[config.mk]
export PLATFORM = sky130hd
export DESIGN_NAME = mem_stage_arbiter
export DESIGN_NICKNAME = d
export VERILOG_FILES = /design/src/rtl/mem_stage_arbiter_pkg.sv /design/src/rtl/mem_stage_arbiter_rr_arb2.sv /design/src/rtl/mem_stage_arbiter.sv
export SDC_FILE = /design/constraint.sdc
export NUM_CORES = 1
export LEC_CHECK = 0
export CAP_MARGIN = 15
export CORE_MARGIN = 10
export CORE_UTILIZATION = 34
export DETAILED_ROUTE_END_ITERATION = 7
export GPL_TIMING_DRIVEN = 0
export PLACE_DENSITY = 0.84
export SLEW_MARGIN = 0
export SYNTH_ARGS = -nofsm -noshare
export SYNTH_HDL_FRONTEND = slang
export SYNTH_HIERARCHICAL = 1
export SYNTH_SLANG_ARGS = --single-unit
[constraint.sdc]
create_clock -name clock -period 1.54 [get_ports clock]
set_input_delay 0.308 -clock clock [delete_from_list [all_inputs] [get_ports clock]]
set_output_delay 0.308 -clock clock [all_outputs]
set_load 0.05 [all_outputs]
[src/rtl/mem_stage_arbiter_pkg.sv]
// Shared types for the two-core data-memory arbiter: FSM encoding, owner
// encoding and the debug view of the arbiter's internal state.
package mem_stage_arbiter_pkg;

    typedef enum logic [1:0] {
        IDLE    = 2'd0,
        REQ     = 2'd1,
        WAIT_RD = 2'd2,
        DONE    = 2'd3
    } arb_state_t;

    localparam logic OWNER_C0 = 1'b0;
    localparam logic OWNER_C1 = 1'b1;

    typedef struct packed {
        arb_state_t state;
        logic       owner;
        logic       last_grant;
    } arb_dbg_t;

endpackage

[src/rtl/mem_stage_arbiter_rr_arb2.sv]
// Two-way round-robin picker: a lone requester wins; on a tie the core that
// was not granted last time wins. The last-grant flop lives in the parent.
module rr_arb2 (
    input  logic [1:0] req,
    input  logic       last_grant,
    output logic       grant_valid,
    output logic       grant_idx
);

    assign grant_valid = |req;

    always_comb begin
        grant_idx = 1'b0;
        case (req)
            2'b01:   grant_idx = 1'b0;
            2'b10:   grant_idx = 1'b1;
            2'b11:   grant_idx = ~last_grant;
            default: grant_idx = 1'b0;
        endcase
    end

endmodule

[src/rtl/mem_stage_arbiter.sv]
// Arbitrates the MEM-stage loads/stores of two cores onto one data-memory
// port, one outstanding transaction at a time, stalling each requester until done.
module mem_stage_arbiter
    import mem_stage_arbiter_pkg::*;
#(
    parameter int DATA_WIDTH   = 32,
    parameter int ADDRESS_BITS = 20
) (
    input  logic                    clock,
    input  logic                    reset,
    input  logic                    c0_load,
    input  logic                    c0_store,
    input  logic [ADDRESS_BITS-1:0] c0_address,
    input  logic [DATA_WIDTH-1:0]   c0_store_data,
    output logic                    c0_stall,
    output logic                    c0_done,
    output logic [DATA_WIDTH-1:0]   c0_load_data,
    input  logic                    c1_load,
    input  logic                    c1_store,
    input  logic [ADDRESS_BITS-1:0] c1_address,
    input  logic [DATA_WIDTH-1:0]   c1_store_data,
    output logic                    c1_stall,
    output logic                    c1_done,
    output logic [DATA_WIDTH-1:0]   c1_load_data,
    output logic                    mem_req,
    output logic                    mem_we,
    output logic [ADDRESS_BITS-1:0] mem_address,
    output logic [DATA_WIDTH-1:0]   mem_wdata,
    input  logic                    mem_ready,
    input  logic                    mem_rvalid,
    input  logic [DATA_WIDTH-1:0]   mem_rdata,
    output arb_dbg_t                dbg
);

    // Memory handshake: mem_req and its fields are held stable from grant until
    // a posedge samples mem_ready=1; mem_rvalid is consumed only in WAIT_RD.
    arb_state_t            state, next_state;
    logic                  owner;
    logic                  last_grant;
    logic [DATA_WIDTH-1:0] rdata_q;
    logic                  c0_req, c1_req;
    logic                  grant_valid, grant_idx;
    logic                  sel_store;
    logic                  done_now;

    assign c0_req = c0_load | c0_store;
    assign c1_req = c1_load | c1_store;

    rr_arb2 u_rr_arb2 (
        .req         ({c1_req, c0_req}),
        .last_grant  (last_grant),
        .grant_valid (grant_valid),
        .grant_idx   (grant_idx)
    );

    // A simultaneous load+store is issued as a store.
    assign sel_store = (grant_idx == OWNER_C1) ? c1_store : c0_store;

    always_comb begin
        next_state = state;
        case (state)
            IDLE:    if (grant_valid) next_state = REQ;
            REQ:     if (mem_ready)   next_state = mem_we ? DONE : WAIT_RD;
            WAIT_RD: if (mem_rvalid)  next_state = DONE;
            DONE:    next_state = IDLE;
            default: next_state = IDLE;
        endcase
    end

    always_ff @(posedge clock) begin
        if (reset) begin
            state       <= IDLE;
            owner       <= OWNER_C0;
            last_grant  <= OWNER_C1;
            mem_req     <= 1'b0;
            mem_we      <= 1'b0;
            mem_address <= '0;
            mem_wdata   <= '0;
            rdata_q     <= '0;
        end else begin
            state <= next_state;
            if (state == IDLE && grant_valid) begin
                owner       <= grant_idx;
                last_grant  <= grant_idx;
                mem_req     <= 1'b1;
                mem_we      <= sel_store;
                mem_address <= (grant_idx == OWNER_C1) ? c1_address : c0_address;
                mem_wdata   <= (grant_idx == OWNER_C1) ? c1_store_data : c0_store_data;
                rdata_q     <= '0;
            end
            if (state == REQ && mem_ready) begin
                mem_req <= 1'b0;
            end
            if (state == WAIT_RD && mem_rvalid) begin
                rdata_q <= mem_rdata;
            end
        end
    end

    assign done_now = (state == DONE);

    assign c0_done      = done_now & (owner == OWNER_C0);
    assign c1_done      = done_now & (owner == OWNER_C1);
    assign c0_load_data = c0_done ? rdata_q : '0;
    assign c1_load_data = c1_done ? rdata_q : '0;

    // The stall drops only in the owner's DONE cycle, letting its pipeline advance.
    assign c0_stall = c0_req & ~c0_done;
    assign c1_stall = c1_req & ~c1_done;

    assign dbg = '{state: state, owner: owner, last_grant: last_grant};

endmodule
## Word level (Yosys, flattened, before mapping)

Cells that the tools add are included.
Widths: inputs -> output; s select.

| storage, ports and cells | value |
|---|---|
| word-level logic and storage cells | 47 |
| input port bits | 144 |
| bits in registers | 90 |
| output and inout port bits | 126 |

| operators by class | value |
|---|---|
| mux-type cells | 13 |
| reduce and logical (&&, ||, !) cells | 8 |
| bitwise operators | 10 |
| equality and inequality tests | 8 |

Operator list:

| operator | count |
|---|---|
| $mux 32 | 5 |
| $mux 20 | 1 |
| $eq 2x2->1 const B | 4 |
| $pmux 2 s4 | 1 |
| $mux 2 | 3 |
| $ne 2x2->1 const B | 3 |
| $and 1x1->1 | 4 |
| $not 1->1 | 4 |
| $reduce_or 2->1 | 2 |
| $logic_and 1x1->1 | 3 |
| $reduce_and 3->1 | 1 |
| $eq 2x1->1 const B | 1 |
| $logic_not 2->1 | 1 |
| $mux 1 | 2 |
| $or 1x1->1 | 2 |
| $pmux 1 s2 | 1 |
| $reduce_bool 2->1 | 1 |

## Depth between registers and ports, before layout

| logic depth | value |
|---|---|
| word-level depth | 5 |
| mapped depth | 7 |

## By module

The synthesis kept the hierarchy.

By module, submodules not included:

| module | cells each | times used | area an instance (um^2) |
|---|---|---|---|
| mem_stage_arbiter | 460 | 1 | 4304.1 |
| rr_arb2 | 2 | 1 | 13.8 |

## Worst setup path before layout

Ideal clock, no wire load.

| timing path | value |
|---|---|
| kind | register -> output |
| start point | register state[1] |
| end point | output port c0_load_data[22] |
| slack | -0.787 ns |
| buffers on the path | 1 |
| cell stages (with the launch flop) | 5 |
| data arrival time | 2.019 ns |
| cell sequence | dfxtp_1 -> ha_1 -> and2b_1 -> buf_2 -> and2_1 |

| on the way | value |
|---|---|
| longest elaborated chain between the ends | 3 |

RTL lines:

| element | line | RTL |
|---|---|---|
| start: declaration | mem_stage_arbiter.sv:37 | `arb_state_t state, next_state;` |
| start signal: assignment | mem_stage_arbiter.sv:81 | `state <= next_state;` |
| $eq 2x2->1 | mem_stage_arbiter.sv:100 | `assign done_now = (state == DONE);` |
| $and 1x1->1 | mem_stage_arbiter.sv:102 | `assign c0_done = done_now & (owner == OWNER_C0);` |
| named net c0_done | mem_stage_arbiter.sv:16 | `output logic c0_done,` |
| $mux 32 | mem_stage_arbiter.sv:104 | `assign c0_load_data = c0_done ? rdata_q : '0;` |
| end: declaration | mem_stage_arbiter.sv:17 | `output logic [DATA_WIDTH-1:0] c0_load_data,` |

The timed path passes the listed nets, and every way through them passes these cells.

## Final worst setup path

| timing path | value |
|---|---|
| start point | register state[1] |
| end point | output port c0_load_data[8] |

| on the way | value |
|---|---|
| longest elaborated chain between the ends | 3 |

RTL lines:

| element | line |
|---|---|
| $eq 2x2->1 | mem_stage_arbiter.sv:100 |
| $and 1x1->1 | mem_stage_arbiter.sv:102 |
| $mux 32 | mem_stage_arbiter.sv:104 |

Every way passes these cells.

==> impl_metrics.toml <==
[status]
status = "complete, but fails checks"
violations = "setup timing"

[detailed_routing]
wl_met3_um = 1480
first_iter_violations = 272
met2WireLength_um = 11600
drcViolationCount = 0
avgViaCountPerCell = 5.22
top_layer_used = "met4"
avgRoutedWirePerCell_um = 22.4
wl_met1_um = 7880
drt_pass1_iterations = 4
drt-total-wl_um = 21600
ant_nets = 0
vias = 5019

[power_and_ir_drop]
p_per_area_mw_per_mm2 = 1890
power.leakage_uw = 0.00379
peakVddDrop_mv = 1.17

[worst_setup_path]
end_kind = "primary output"
path_max_fanout = 5
rrSetupSlack_ns = -0.36
worst-setup-path-type = "register to primary output"
r2r_cells = 11
worstSetupStartpointType = "register"
rr_endpoint = "mem_address[14]$_SDFFE_PP0P_"
crit_required_ns = 1.23
cp_data_arrival_time_ns = 1.59
r2r-start = "state[0]$_SDFFE_PP0P_"

[global_routing]
antenna_found_initial = 0
grt_max_degree = 15
grt.total_usage_pct = 20.9
grt_first_pass_wirelength_um = 29900
grt_overflow = 0
grt_pass1_vias = 5413

[placed_design]
port_buffers = 268
place_inst = 902
gp_congestion = 0.824
pre_cts_ws_ns = -0.777
hpwlAfterDp_um = 14200

[floorplanning]
initial_core_util_pct = 34.5
placementRows = 41
core_mm2 = 0.0125
ioPinCount = 270
dieArea_mm2 = 0.0176
die_y_um = 133
die_x_um = 133

[logic_synthesis]
synth_area_mm2 = 0.00432
netlist_top_cells_area = "dfxtp_1 (42%), mux2i_1 (12%), nor2_1 (7.5%)"
synth_cell_types = 27
synth-seq-cells = 90
netlist_instances = 462
syn_avg_cell_area_um2 = 9.35
synth_top_area_share_pct = 41.7
synth_largest_area_cell = "dfxtp_1"
ys_warn_count = 6
syn_nets = 611
seq_area_frac_synth_pct = 41.7

[sta]
slew_headroom_pct = 52.2
rsz0062_at_grt = "true"
max_freq_mhz = 526
drv_slew = 0
setup_slack_ns = -0.362
post-route-period-util_pct = 123
clock_skew_ns = 0.00870
worst_slew_pin_slew_ns = 0.717
hold_viol_final = 0
setup_viol = 161
period_minus_slack_ns = 1.90

[layout]
diodes = 0
finalNonFillerCells = 962
syn_to_final_growth_pct = 118
n_fill_cell = 830
drive_gt1_share_pct = 55.8
nNetsFinal = 934

[cts]
root_buffer = "clkbuf_16"
clk_latency_ns = 0.33
cts_tree = "yes"
cts.path.max_buffers = 2
numCtsBuffers = 9
clkSinkCount = 90
path_clk_slew_ns = 0.07
ctsHoldBuffers = 0
htree_levels = 3

[job]
drv_cap = 0

[min_path]
min-delay-start = "mem_wdata[15]$_SDFFE_PP0P_"
worstHoldPathType = "register to register"
holdPathEnd = "mem_wdata[15]$_SDFFE_PP0P_"
min_path_cells = 2
-- timing repair --
action / CTS / global route
setup endpoints to repair: 215 / 211
setup buffers: 20 / 15
pin swaps: 48 / 46
gates cloned: 10 / 6
gates resized for setup: 747 / 267
-- layer usage --
| layer | up-vias | GRT usage, % |
|---|---|---|
| met3 | 40 | 6.89 |
| met2 | 231 | 38.3 |
| met1 | 2448 | 21.8 |
| met4 | 0 | 7.27 |
| met5 | - | 0 |
| li1 | 2300 | - |
-- Yosys cell counts, drive strengths merged --
| cell type | number |
|---|---|
| dfxtp | 90 |
| nor2 | 86 |
| a211oi | 55 |
| mux2i | 53 |
| and2 | 35 |
| a22oi | 33 |
| and3 | 32 |
| buf | 28 |
| clkbuf | 18 |
| ha | 5 |
| nor2b | 5 |
| nand2 | 4 |
| a21oi | 3 |
| nand2b | 3 |
| or2 | 3 |
| inv | 2 |
| a21boi | 1 |
| a221oi | 1 |
| and2b | 1 |
| nand4 | 1 |
| nor3 | 1 |
| o2111ai | 1 |
| o31ai | 1 |
-- power by group --
| group | internal [uW] | total, uW | leakage, uW | switching, uW |
|---|---|---|---|---|
| registers | 3090 | 3810 | 0.000743 | 724 |
| clock network | 1340 | 2260 | 0.000151 | 923 |
| logic | 5030 | 11700 | 0.00290 | 6710 |
| total | 9460 | 17800 | 0.00379 | 8350 |
-- layout make-up --
type	count	area [um2]	share of cell area, %
Buffer	42	457	4.85
Clock buffer	11	253	2.68
Clock inverter	5	52.6	0.558
Inverter	2	11.3	0.119
Multi-Input combinational cell	326	3240	34.4
Sequential cell	90	1810	19.2
Tap cell	172	215	2.28
Timing Repair Buffer	314	3380	35.9
-- placed cells by master (no fill, tap or decap), drive strengths merged, types with 8 or more instances in the layout --
cell / instances
a211oi: 55
a22oi: 33
and2: 36
and3: 32
buf: 138
clkbuf: 78
clkdlybuf4s15: 8
clkdlybuf4s50: 138
dfxtp: 90
mux2i: 53
nor2: 86
-- critical path, cell delays in order (launching register included) --
cell      delay [ns]
dfxtp_4         0.37
ha_4            0.17
and2b_4         0.25
clkbuf_8        0.18
and2_4          0.14
buf_8           0.14
-- state kept, by name (all words and copies together) (netlist names) --
register / count
owner: 1
last_grant: 1
mem_req: 1
state: 2
mem_wdata: 32
mem_we: 1
mem_address: 20
rdata_q: 32
-- stage by stage --
stage	total power, uW	TNS, ns	area [um2]	utilization, %	hold WS [ns]
after floorplan	8950	-2.38	4520	-	0.407
after global placement	11400	-95.61	7410	59.2	0.483
after detailed placement	11600	-101.82	7410	59.2	0.491
after CTS	15800	-27.68	8700	69.5	0.487
after global routing	18600	-47.97	9430	75.3	0.520
final	17800	-41.29	9430	75.3	0.495
-- cell families after synthesis --
kind of cell               after synthesis  share of synthesized area, %
AOI/OAI and AO/OA                       95                          18.7
adders and majority gates                5                          1.45
buffers and inverters                   48                          6.26
DFF                                     90                          41.7
muxes                                   53                          12.3
and+or+nand+nor                        171                          19.6
-- worst max path at each step --
stage,startpoint,end,slack [ns],cells past startpoint
after floorplan,state[1]$_SDFFE_PP0P_,c0_stall,-0.05,3
after global placement,state[1]$_SDFFE_PP0P_,c0_load_data[11],-0.75,5
after detailed placement,c0_store,rdata_q[19]$_SDFFE_PP0P_,-0.78,7
after CTS,state[1]$_SDFFE_PP0P_,c0_load_data[11],-0.35,5
after global routing,state[0]$_SDFFE_PP0P_,mem_address[14]$_SDFFE_PP0P_,-0.40,11
final,state[1]$_SDFFE_PP0P_,c0_load_data[8],-0.36,5
Note: power is estimated with default switching activity, not from simulation.
==> edit 1 (same settings) <==
Set the parameter `DATA_WIDTH` to 48 (it was 32).
--- a/src/rtl/mem_stage_arbiter.sv
+++ b/src/rtl/mem_stage_arbiter.sv
@@ -4,5 +4,5 @@
     import mem_stage_arbiter_pkg::*;
 #(
-    parameter int DATA_WIDTH   = 32,
+    parameter int DATA_WIDTH   = 48,
     parameter int ADDRESS_BITS = 20
 ) (
Interface: changed (6 resized); port bits go from 270 to 366. The function was not compared with the original's and may differ.
==> edit 1 against the unedited design <==
- non-clock buffer count is 144 higher
- largest power group unchanged
- sequential cell count up 32
- wire length rose by 49%
- power is 50% higher
- the flow still finishes with violations (negative setup slack)
- setup slack got worse by 160 ps
- cell area grew 46%
- synthesized area up 34%
==> edit 1: results (changes against the unedited design) <==
stage,metric,value,unit,change
run_status,status,"finished, violations left",,
run_status,failing checks,negative setup slack,,
route,vias per inst,5.25,,+0.70%
final_layout,Multi-Input Combinational,436,,+34%
critical_path,Reg-to-Reg Start,state[1],,
placed_design,total placed cells including tap cells,1209,,+34%
global_routing,largest net degree at the start of global routing,17,,+2
placed_design,IO Port Bufs,364,,+36%
critical_path,Setup crit start,state[0],,
sta,Setup WS post-layout,-520,ps,-158 ps
critical_path,CP arrival,1750,ps,+160 ps
final_layout,Non-CTS buffers,500,,+40%
final_layout,non-clk buf share,44.5,%,+3.8 points
sta,worst-margin pin slew,783,ps,+65.9 ps
placed_design,Setup Slack @ Placement,-1070,ps,-296 ps
synthesis,sequential share of the synthesized area,42.1,%,+0.37 points
route,drt total wl,32200,µm,+49%
final_layout,Seq/total area,17.8,%,-1.4 points
route,First DRT Iteration DRCs,217,,-20%
global_routing,Total GRT Usage,25.5,%,+4.6 points
clock_network,clock latency on the worst-skew pair,410,ps,+80 ps
placed_design,GP Congestion,0.867,,+5.3%
critical_path,Reg-to-Reg End,rdata_q[40],,
min_path,worst min path class,in -> reg,,
final_layout,layout cells sized above 1,56.9,%,+1.0 points
pwr,VDD IR max,1190,µV,+2.1%
global_routing,vias in the first global route,7488,,+38%
synthesis,Yosys top cell area share,42.1,%,+0.37 points
pwr,Leak,5.43,nW,+43%
pwr,Final Total Pwr,26.8,mW,+50%
pwr,Net Sw Power,11.7,mW,+39%
sta,Final setup viols,223,,+39%
critical_path,CP Capture Point,c0_load_data[13],,
route,First-pass DRT Iterations,5,,+1
critical_path,register-to-register setup slack,-390,ps,-30 ps
final_layout,clock-cell share of area,4.53,%,+1.3 points
## edit 1: stage by stage
| stage | utilization, % | instance area [µm²] | TNS (ps) | hold slack [ps] |
|---|---|---|---|---|
| after floorplan | - | 6520 | -6130 | 407 |
| after global placement | 62.7 | 10400 | -152170 | 475 |
| after detailed placement | 62.7 | 10400 | -161280 | 484 |
| after CTS | 80.4 | 13400 | -70580 | 460 |
| after global routing | 82.7 | 13800 | -86240 | 485 |
| final | 82.7 | 13800 | -76950 | 475 |
## edit 1: repair_timing
item                        CTS  global route
setup endpoints to repair   294           234
setup buffers                45            10
gates cloned                 24             8
resized for setup          1204           157
pin swaps                    40            73
## edit 1: logic make-up after synthesis
| family | Yosys count | share of synthesized area, % |
|---|---|---|
| compound gates | 127 | 18.9 |
| fa+ha+maj | 5 | 1.08 |
| buf+inv | 67 | 5.93 |
| flops | 122 | 42.1 |
| mux | 69 | 11.9 |
| simple gates | 235 | 20.1 |
## edit 1: how the worst min path moves through the flow
stage / end / slack, ps / cells past startpoint
4_1_cts: mem_we / 460 / 3
3_5_place_dp: mem_wdata[10] / 480 / 2
6_report: mem_we / 480 / 3
5_1_grt: mem_we / 490 / 3
3_3_place_gp: mem_wdata[11] / 480 / 2
2_1_floorplan: mem_req / 410 / 1
## edit 1: critical path, delay by kind of cell (launching register included)
family	cells	cell delay (ps)
adder cells (fa/ha/maj)	1	150
AND/OR/NAND/NOR	2	360
flip-flops	1	370
buffers and inverters	3	450
## edit 1: metal layers
| layer | up-vias | GRT usage (%) | wire, µm |
|---|---|---|---|
| met2 | 305 | 45.4 | 16900 |
| met5 | - | 0 | 0 |
| li1 | 3152 | - | - |
| met3 | 82 | 7.23 | 2290 |
| met1 | 3359 | 28.0 | 11800 |
| met4 | 0 | 10.2 | 1180 |
==> edit 2 (same settings) <==
Made on the original files. Put a register stage on the output `dbg`. The value now appears one clock later. The other outputs are not delayed to match.
--- a/src/rtl/mem_stage_arbiter.sv
+++ b/src/rtl/mem_stage_arbiter.sv
@@ -109,5 +109,7 @@
     assign c1_stall = c1_req & ~c1_done;
 
-    assign dbg = '{state: state, owner: owner, last_grant: last_grant};
+    always_ff @(posedge clock) begin
+        dbg <= '{state: state, owner: owner, last_grant: last_grant};
+    end
 
 endmodule
Behaviour: not the same (a bounded check fails within 4 cycles, from zero or initial values and one cycle with reset high).
==> edit 2 against the unedited design <==
- the run still ends with negative setup slack left
- sequential cell count up 4
- power down 8.9%
- clock skew down 2.4 ps
- wire length down 6.8%
- sequential power down 2%
- cell area down 4.3%
- setup slack worse by 11 ps
- die area up 1.3%
- synthesized area up 1.5%
- highest routed layer unchanged
==> edit 2: results (changes against the unedited design) <==
stage,metric,value,unit,change
final_layout,layout cells sized above 1,42.0,%,-14 points
global_routing,vias in the first global route,5103,,-5.7%
pwr,VDD IR max,1190,µV,+1.9%
run_status,status,"finished, violations left",,
pwr,Leak,3.69,nW,-2.8%
route,First DRT Iteration DRCs,186,,-32%
sta,worst-margin pin slew,705,ps,-11.7 ps
route,Via Count,4873,,-2.9%
sta,Setup WS post-layout,-373,ps,-11.3 ps
synthesis,"top cells by count, synth","dfxtp_1 (94), nor2_1 (86), mux2i_1 (53)",,
synthesis,largest cells by area after synthesis,"dfxtp_1 (43%), mux2i_1 (12%), nor2_1 (7.4%)",,
sta,Final setup viols,91,,-43%
global_routing,GRT met3 Usage,5.15,%,-1.7 points
global_routing,Total GRT Usage,19.8,%,-1.1 points
critical_path,CP Max Fanout,6,,+1
critical_path,CP arrival,1610,ps,+20 ps
synthesis,sequential share of the synthesized area,42.9,%,+1.2 points
final_layout,# nets final,932,,-0.21%
route,drt total wl,20100,µm,-6.8%
run_status,failing checks,negative setup slack,,
placed_design,post-DP HPWL,13900,µm,-2.1%
sta,Final Skew,6.28,ps,-2.42 ps
sta,TNS Setup,-20820,ps,"+20,470 ps"
placed_design,GP Congestion,0.890,,+8.0%
global_routing,first-pass GRT wire length,28500,µm,-4.9%
synthesis,Mapped Nets,613,,+0.33%
global_routing,largest net degree at the start of global routing,14,,-1
global_routing,M2 GR Usage,36.5,%,-1.8 points
global_routing,M1 GR Usage,21.1,%,-0.74 points
-- edit 2: cell count changes after synthesis, sizes merged --
| cell | unedited run | this run |
|---|---|---|
| buf | 28 | 26 |
| dfxtp | 90 | 94 |
-- edit 2: cell type report --
class,instances,area (µm²)
Sequential cell,94,1890
Fill cell,909,3600
Clock inverter,2,35.0
Inverter,2,15.0
Timing Repair Buffer,308,3410
Buffer,42,419
Tap cell,172,215
Clock buffer,12,236
Multi-Input combinational cell,326,2790
-- edit 2: what timing repair did --
item,4_1_cts,5_1_grt
setup endpoints to repair,215,190
gates resized for setup,693,183
gates cloned,10,7
buffers inserted,9,16
endpoints found under the hold margin,0,0
pin swaps,28,17
-- edit 2: cell families after synthesis --
group,count (synthesis),synth area share [%]
flops,94,42.9
mux,53,12.1
simple gates,171,19.3
compound gates,95,18.4
buf+inv,46,5.82
fa+ha+maj,5,1.43
-- edit 2: routing by layer --
metal,up-vias,wire length (µm)
met5,-,0
met4,0,507
met3,37,1320
met2,193,10700
met1,2353,7540
li1,2290,-
-- edit 2: worst paths after layout --
path	cells after the start	end	slack (ps)	startpoint
worst max-delay path	5	c0_load_data[10]	-370	state[0]
worst min register to register	0	dbg[0]	390	last_grant
worst min-delay path	0	dbg[0]	390	last_grant
worst max register to register	9	rdata_q[18]	-60	state[0]
-- edit 2: metrics by stage --
stage	setup slack (ps)	instance area [µm²]	total power, mW	cells
final	-373	9020	16.2	958
after global routing	-412	9020	17.0	958
after CTS	-315	8320	14.5	935
after detailed placement	-1070	7410	11.6	904
after global placement	-1050	7410	11.4	904
after floorplan	-156	4510	9.00	464
-- edit 2: power by group through the flow --
stage               clock [mW]  combinational (mW)  sequential, mW
floorplan                    0                3.08            5.92
global placement             0                7.78            3.67
detailed placement           0                7.91            3.72
CTS                       2.18                8.63            3.67
global route              2.27                10.9            3.82
finish                    2.16                10.3            3.73
-- edit 2: worst register-to-register path: cells and delay by family (launching register included) --
kind                     cells  cell delay [ps]
AND/OR/NAND/NOR              1               50
buffers and inverters        5              680
AO/OA/AOI/OAI                2              230
adder cells (fa/ha/maj)      1              150
flip-flops                   1              360
